## config.mk

```make
export PLATFORM = sky130hd
export DESIGN_NAME = bnn_binarize_pack_flat
export DESIGN_NICKNAME = d
export VERILOG_FILES = /design/src/rtl/bnn_binarize_pack_pkg.sv /design/src/rtl/bnn_binarize_pack_if.sv /design/src/rtl/bnn_binarize_pack_threshold.sv /design/src/rtl/bnn_binarize_pack.sv /design/src/flat_wrapper.sv
export SDC_FILE = /design/constraint.sdc
export NUM_CORES = 1
export LEC_CHECK = 0
export ABC_CLOCK_PERIOD_IN_PS = 8950
export BUFFER_PORTS_ARGS = -buffer_cell sky130_fd_sc_hd__buf_2
export CAP_MARGIN = 5
export CORE_MARGIN = 4
export CORE_UTILIZATION = 45
export CTS_BUF_LIST = sky130_fd_sc_hd__clkbuf_16
export DETAILED_ROUTE_END_ITERATION = 7
export HOLD_SLACK_MARGIN = 0.02
export PLACE_DENSITY = 0.67
export SLEW_MARGIN = 20
export SYNTH_ARGS = -nofsm -noshare
export SYNTH_HDL_FRONTEND = slang
export SYNTH_SLANG_ARGS = --single-unit
```

## constraint.sdc

```tcl
create_clock -name clk -period 8.95 [get_ports clk]
set_input_delay 1.79 -clock clk [delete_from_list [all_inputs] [get_ports clk]]
set_output_delay 1.79 -clock clk [all_outputs]
set_load 0.02 [all_outputs]
```

## src/rtl/bnn_binarize_pack_pkg.sv

```systemverilog
// Shared BNN constants and types: default activation/popcount widths,
// the comparison-sense encoding and the packer controller states.
package bnn_pkg;

  localparam int BNN_ACT_WIDTH = 128;
  localparam int BNN_CNT_W     = 8;

  typedef logic [BNN_CNT_W-1:0] bnn_cnt_t;

  // GE is the normal batch-norm case, LE is used when the folded scale is negative
  typedef enum logic {
    GE = 1'b0,
    LE = 1'b1
  } bnn_cmp_e;

  typedef enum logic {
    ST_EMPTY = 1'b0,
    ST_FULL  = 1'b1
  } bnn_pack_state_e;

endpackage

```

## src/rtl/bnn_binarize_pack_if.sv

```systemverilog
// Popcount-in / packed-word-out stream bundle for the binarize-and-pack stage.
interface bnn_binarize_pack_if
  import bnn_pkg::*;
#(
  parameter int WIDTH = BNN_ACT_WIDTH,
  parameter int CNT_W = BNN_CNT_W,
  parameter int NB_W  = $clog2(WIDTH) + 1
);

  logic             in_valid;
  logic             in_ready;
  logic [CNT_W-1:0] in_cnt;
  logic [CNT_W-1:0] in_thresh;
  logic             in_neg;
  logic             in_last;

  logic             out_valid;
  logic             out_ready;
  logic [WIDTH-1:0] out_word;
  logic [NB_W-1:0]  out_nbits;

  modport master (
    output in_valid, in_cnt, in_thresh, in_neg, in_last, out_ready,
    input  in_ready, out_valid, out_word, out_nbits
  );

  modport slave (
    input  in_valid, in_cnt, in_thresh, in_neg, in_last, out_ready,
    output in_ready, out_valid, out_word, out_nbits
  );

endinterface

```

## src/rtl/bnn_binarize_pack_threshold.sv

```systemverilog
// Combinational binarization of one popcount against its neuron threshold.
module bnn_threshold
  import bnn_pkg::*;
#(
  parameter int CNT_W = BNN_CNT_W
) (
  input  logic [CNT_W-1:0] i_cnt,
  input  logic [CNT_W-1:0] i_thresh,
  input  logic             i_neg,
  output logic             o_bit
);

  bnn_cmp_e w_sense;

  assign w_sense = bnn_cmp_e'(i_neg);

  // Equality maps to 1 in both senses
  always_comb begin
    o_bit = 1'b0;
    case (w_sense)
      GE:      o_bit = (i_cnt >= i_thresh);
      LE:      o_bit = (i_cnt <= i_thresh);
      default: o_bit = 1'b0;
    endcase
  end

endmodule

```

## src/rtl/bnn_binarize_pack.sv

```systemverilog
// Binarizes one popcount per cycle and packs the bits LSB-first into
// WIDTH-bit activation words, flushing early on in_last.
module bnn_binarize_pack
  import bnn_pkg::*;
#(
  parameter int WIDTH = BNN_ACT_WIDTH,
  parameter int CNT_W = BNN_CNT_W,
  parameter int NB_W  = $clog2(WIDTH) + 1
) (
  input logic                clk,
  input logic                rst,
  bnn_binarize_pack_if.slave bus
);

  localparam int IDX_W = $clog2(WIDTH);
  localparam logic [IDX_W-1:0] LAST_IDX = IDX_W'(WIDTH - 1);

  function automatic logic [NB_W-1:0] f_nbits(input logic [IDX_W-1:0] idx);
    return NB_W'(idx) + NB_W'(1);
  endfunction

  bnn_pack_state_e  r_state;
  bnn_pack_state_e  w_state_nxt;
  logic [IDX_W-1:0] r_idx;
  logic [WIDTH-1:0] r_acc;
  logic [WIDTH-1:0] r_word;
  logic [NB_W-1:0]  r_nbits;

  logic             w_bit;
  logic             w_fire;
  logic             w_done;
  logic [WIDTH-1:0] w_acc_ins;
  logic [WIDTH-1:0] w_keep;

  bnn_threshold #(
    .CNT_W (CNT_W)
  ) u_threshold (
    .i_cnt    (bus.in_cnt),
    .i_thresh (bus.in_thresh),
    .i_neg    (bus.in_neg),
    .o_bit    (w_bit)
  );

  // A held word only blocks input while downstream is stalled
  assign bus.in_ready = (r_state == ST_EMPTY) || bus.out_ready;
  assign w_fire       = bus.in_valid && bus.in_ready;
  assign w_done       = w_fire && ((r_idx == LAST_IDX) || bus.in_last);

  always_comb begin
    w_acc_ins        = r_acc;
    w_acc_ins[r_idx] = w_bit;
  end

  // Bits above the current index are forced to zero so padding is always clean
  assign w_keep = {WIDTH{1'b1}} >> (LAST_IDX - r_idx);

  // ---- controller: state register ----
  always_ff @(posedge clk or posedge rst) begin
    if (rst) begin
      r_state <= ST_EMPTY;
    end else begin
      r_state <= w_state_nxt;
    end
  end

  // ---- controller: next state ----
  always_comb begin
    w_state_nxt = r_state;
    case (r_state)
      ST_EMPTY: if (w_done) w_state_nxt = ST_FULL;
      ST_FULL:  if (bus.out_ready && !w_done) w_state_nxt = ST_EMPTY;
      default:  w_state_nxt = ST_EMPTY;
    endcase
  end

  // ---- controller: outputs ----
  always_comb begin
    bus.out_valid = 1'b0;
    if (r_state == ST_FULL) bus.out_valid = 1'b1;
  end

  // ---- packing stage: index counter and accumulator ----
  always_ff @(posedge clk or posedge rst) begin
    if (rst) begin
      r_idx <= '0;
      r_acc <= '0;
    end else if (w_done) begin
      r_idx <= '0;
      r_acc <= '0;
    end else if (w_fire) begin
      r_idx <= r_idx + IDX_W'(1);
      r_acc <= w_acc_ins;
    end
  end

  // ---- output stage: completed word register ----
  always_ff @(posedge clk or posedge rst) begin
    if (rst) begin
      r_word  <= '0;
      r_nbits <= '0;
    end else if (w_done) begin
      r_word  <= w_acc_ins & w_keep;
      r_nbits <= f_nbits(r_idx);
    end
  end

  assign bus.out_word  = r_word;
  assign bus.out_nbits = r_nbits;

  a_hold_stable: assert property (@(posedge clk) disable iff (rst)
    (bus.out_valid && !bus.out_ready) |=>
      (bus.out_valid && $stable(bus.out_word) && $stable(bus.out_nbits)));

  a_nbits_nonzero: assert property (@(posedge clk) disable iff (rst)
    bus.out_valid |-> (bus.out_nbits != '0));

endmodule

```

## src/flat_wrapper.sv

```systemverilog
// flat-port wrapper written by rule: the top's interface ports become plain ports
module bnn_binarize_pack_flat import bnn_pkg::*;
#(
  parameter int WIDTH = BNN_ACT_WIDTH,
  parameter int CNT_W = BNN_CNT_W,
  parameter int NB_W  = $clog2(WIDTH) + 1
)
  (clk, rst, bus_in_valid, bus_in_cnt, bus_in_thresh, bus_in_neg, bus_in_last, bus_out_ready, bus_in_ready, bus_out_valid, bus_out_word, bus_out_nbits);
  bnn_binarize_pack_if #(.WIDTH(WIDTH), .CNT_W(CNT_W), .NB_W(NB_W)) bus_i ();
  input logic clk;
  input logic rst;
  input wire logic [$bits(bus_i.in_valid)-1:0] bus_in_valid;
  input wire logic [$bits(bus_i.in_cnt)-1:0] bus_in_cnt;
  input wire logic [$bits(bus_i.in_thresh)-1:0] bus_in_thresh;
  input wire logic [$bits(bus_i.in_neg)-1:0] bus_in_neg;
  input wire logic [$bits(bus_i.in_last)-1:0] bus_in_last;
  input wire logic [$bits(bus_i.out_ready)-1:0] bus_out_ready;
  output wire logic [$bits(bus_i.in_ready)-1:0] bus_in_ready;
  output wire logic [$bits(bus_i.out_valid)-1:0] bus_out_valid;
  output wire logic [$bits(bus_i.out_word)-1:0] bus_out_word;
  output wire logic [$bits(bus_i.out_nbits)-1:0] bus_out_nbits;
  assign bus_i.in_valid = bus_in_valid;
  assign bus_i.in_cnt = bus_in_cnt;
  assign bus_i.in_thresh = bus_in_thresh;
  assign bus_i.in_neg = bus_in_neg;
  assign bus_i.in_last = bus_in_last;
  assign bus_i.out_ready = bus_out_ready;
  assign bus_in_ready = bus_i.in_ready;
  assign bus_out_valid = bus_i.out_valid;
  assign bus_out_word = bus_i.out_word;
  assign bus_out_nbits = bus_i.out_nbits;
  bnn_binarize_pack #(.WIDTH(WIDTH), .CNT_W(CNT_W), .NB_W(NB_W)) u_core (.clk(clk), .rst(rst), .bus(bus_i));
endmodule
```

==> results by stage <==
Routing:
- The routed wire length per instance is 24.0 µm.
- The count of TritonRoute iterations in the first routing pass is 6.
- The number of DRC markers after the initial detailed-route iteration is 1977.
- For this block, the routed nets add up to 49.7 mm of wire.
- The post-route DRC violation count is 0.
- The number of vias per cell is 6.47.
- The number of nets still failing antenna checks after routing is 0.
- The number of vias in the routed layout is 13400.

GRT:
- The first global-routing pass estimated between 70 and 80 mm of wire.
- In the global route stage, met1 resource usage came out at 41.3%.
- The layer with the highest usage is met2.
- The via count of the first global-routing pass came to 12700.
- The total congestion overflow after global routing is 0.
- The initial antenna violation count is 2.
- The met3 track demand over resource is 5.98%.
- The largest net degree at the start of global routing is 94.
- The global routing usage on met2 is around 42%.
- The global-route usage over all layers is 28.5%.

Synthesis:
- Among all flip-flop cells after synthesis, the most frequent one is dfrtp_1.
- The mean instance size in the synthesized netlist is 8.87 µm².
- The count of distinct cell types in the synthesized netlist is 55.
- The mux share of post-synthesis cell area is about 4.4%.
- The area share of xor/xnor cells in the synthesized design is 0.251%.
- The number of register bits inferred by synthesis is 272.
- The net count after synthesis is 1605.
- The fraction of the mapped netlist area in compound gates is 27.2%.
- The largest family of logic cells by synthesized area is compound AO/OA/AOI/OAI gates.
- Yosys mapped a number of flops with a built-in enable equal to 0.
- The async set-or-reset flop fraction in the synthesized netlist is 100%.
- The simple-gate portion of the synthesized area is 13.3%.
- Synthesis produced a netlist whose cell count is 1571.
- The Yosys step of the flow raised 0 warnings.
- The post-synthesis adder-cell area fraction is between 1 and 1.5%.
- Of the synthesized area, sequential elements account for 48.9%.
- The post-synthesis instance area is between 10000 and 15000 µm².

CTS:
- The number of clock sinks is 272.
- Gates resized during post-CTS repair numbered 0.
- The clock root buffer is clkbuf_16.
- The number of setup buffers added after CTS is 0.
- For the worst-skew pair, the clock arrives at the later sink with an insertion delay of between 0.5 and 0.6 ns.
- The count of hold buffers inserted by post-cts repair is 0.
- CTS built an H-tree with a depth of 1.
- The CTS tree is yes.
- The clock passes through at most 3 buffers.
- The clock slew at the register clock pins of the worst setup and hold paths is approximately 0.06 ns.
- Clock tree synthesis inserted a total of 30 buffers.

Floorplan:
- The site row count is 64.
- In this run the standard cell core region covers 30600 µm².
- The initial standard-cell utilization of the core is between 40% and 50%.
- The area enclosed by the die boundary is 33800 µm².
- Pin placement for this block handled 160 I/O pins.
- From bottom edge to top edge, the die measures 184 µm.
- Measured along the x axis, the die boundary spans 184 µm.

Timing:
- Final hold analysis gives a worst-case slack of 0.469 ns.
- For this run, the top clock speed supported by timing is approximately 230 MHz.
- The number of endpoints failing setup at the final stage is 0.
- Setup repair after global routing left no endpoint under its margin.
- The slew at the pin with the worst max-slew slack is 1.21 ns.
- In the final timing run, aggregate negative setup slack is 0 ns.
- Measured against its own limit, the worst slew margin works out to 19.5%.
- For the final database, setup skew stands at 0.0285 ns.
- The max-slew violation count was 0.
- The time the worst path needs with I/O delays and setup is 4.37 ns.
- The number of endpoints with negative hold slack in the final report came to 0.
- The final worst-path cycle share is 48.8%.
- Across all setup checks in the final design, the least slack found is 4.58 ns.

Placed design:
- At the end of routability-driven placement, the weighted congestion stood at 0.907.
- The worst setup timing slack at the placement stage is just over 4 ns.
- During placement, the flow inserted port buffers numbering 159.
- The HPWL after detailed placement is 31.3 mm.

Power:
- Power spread over the standard cell area amounts to 179 nW/µm².
- Summed over all cells, the static leakage comes to 7.16 nW.
- The peak supply drop is 0.181 mV.

Final layout:
- The final net count is 1684.
- In the final layout, the share of cells above drive strength 1 is 15.7%.
- From synthesis to final layout, the design area changed by 13.3%.
- The filler cell count in the final layout is 2918.
- The final antenna diode count is 0.

Status:
- The run finished with clean final reports.

Worst hold path:
- In this run the worst hold path is classified as flop to flop.

Critical path:
- The largest fanout on the critical path is 43.
- At the worst endpoint, the required time is 9.36 ns.
- The arrival time of data at the critical path endpoint is 4.78 ns.
- The kind of capture point of the worst setup path is a flop.
- The startpoint class of the critical path is a primary input.
- The worst setup path is of the primary input to flop kind.

Flow run:
- Max-cap violations in this run came to 0.
==> metal layers <==
layer  part of all wire, %  routed length (µm)
met3                    11                5380
met1                    41               20400
met5                 0.054                  27
met2                    44               21700
met4                   4.4                2200
==> synth_stat cells (all sizes together), types with 6 or more instances <==
cell type,n,area [µm²]
nand2b,11,68.8
nand4,8,50.1
mux2i,56,561
nor2b,12,75.1
ha,12,150
clkbuf,82,308
o31ai,41,308
a22o,66,578
a31oi,16,100
nor2,131,494
and2,6,37.5
nand2,198,743
a32o,14,140
dfrtp,272,6810
buf,59,309
o21ai,313,1570
inv,16,60.1
nand3,30,155
a32oi,20,175
nor3,18,110
a21oi,134,671
==> placed cells by master (no fill, tap or decap), drive strengths merged, types with 3 or more instances in the layout <==
master  synthesis  final
a21oi         134    134
nor3           18     18
mux2            5      5
o31ai          41     41
nor2          131    131
dfrtp         272    272
nand3          30     30
ha             12     12
or2             5      5
a32oi          20     20
nand2         198    198
or3             3      3
and3            5      5
a31oi          16     16
a211o           3      3
inv            16     18
nand4           8      8
o21ai         313    313
nor3b           3      3
a32o           14     14
a22o           66     66
buf            59    188
clkinv          1     21
nand2b         11     11
a221oi          3      3
clkbuf         82     30
mux2i          56     56
and2            6      6
nor2b          12     12
o21a            5      5
==> power breakdown <==
group | internal (mW) | leakage [nW] | switching [mW]
Sequential | 1.26 | 3.75 | 0.0297
Combinational | 0.0862 | 2.96 | 0.310
Clock | 0.608 | 0.451 | 0.533
Total | 1.95 | 7.16 | 0.873
==> through the flow <==
step	area (µm²)	instances	util (%)	power (mW)
6_report	15800	2068	51.6	2.82
2_1_floorplan	13900	1571	-	1.55
3_3_place_gp	14900	2014	48.7	1.69
5_1_grt	15800	2068	51.6	2.91
4_1_cts	15800	2068	51.6	2.82
3_5_place_dp	14900	2014	48.7	1.69
==> final timing paths <==
kind | start | endpoint | slack, ns | cells past startpoint
setup / recovery | bus_in_thresh[7] | u_core.r_acc[76]$_DFFE_PP0P_ | 4.58 | 10
hold / removal | u_core.bus.out_word[54]$_DFFE_PP0N_ | u_core.bus.out_word[54]$_DFFE_PP0N_ | 0.47 | 1
setup reg to reg | u_core.r_idx[2]$_DFFE_PP0P_ | u_core.r_acc[107]$_DFFE_PP0P_ | 4.95 | 6
hold reg to reg | u_core.bus.out_word[54]$_DFFE_PP0N_ | u_core.bus.out_word[54]$_DFFE_PP0N_ | 0.47 | 1
max in group asynchronous | rst | u_core.bus.out_word[98]$_DFFE_PP0N_ | 5.67 | 4
min in group asynchronous | rst | u_core.bus.out_word[8]$_DFFE_PP0N_ | 1.23 | 2
==> area by class of cell <==
class                   count  area [µm²]  share of cell area [%]
flip-flops and latches    272        6810                    43.1
multi-input cells        1141        6520                    41.3
repair buffers            188        1010                    6.42
clock buffers              30         751                    4.76
well taps                 396         495                    3.14
clock inverters            24         133                   0.840
inverters                  17        67.6                   0.428
==> sequential cells by signal (all words and copies together), names as in the netlist <==
signal	cells
u_core.r_acc	128
u_core.bus.out_nbits	8
u_core.r_idx	7
u_core.r_state	1
u_core.bus.out_word	128
==> worst max-delay path: stages <==
cell and delay, ns:
buf_2 0.07, inv_1 0.03, ha_1 0.32, nand2_1 0.08, o2111a_1 0.26, a311oi_2 0.34, nand3_4 0.51, nand2_1 0.65
buf_4 0.49, o21ai_0 0.19
==> cell families (layout without fill, tap and decap cells) <==
kind of cell | count (synthesis) | after routing
AOI/OAI and AO/OA | 633 | 633
and+or+nand+nor | 431 | 431
DFF | 272 | 272
buffers and inverters | 158 | 259
muxes | 61 | 61
adders and majority gates | 12 | 12
xor gates and xnor gates | 4 | 4
Power figures use the tool's default switching activity.
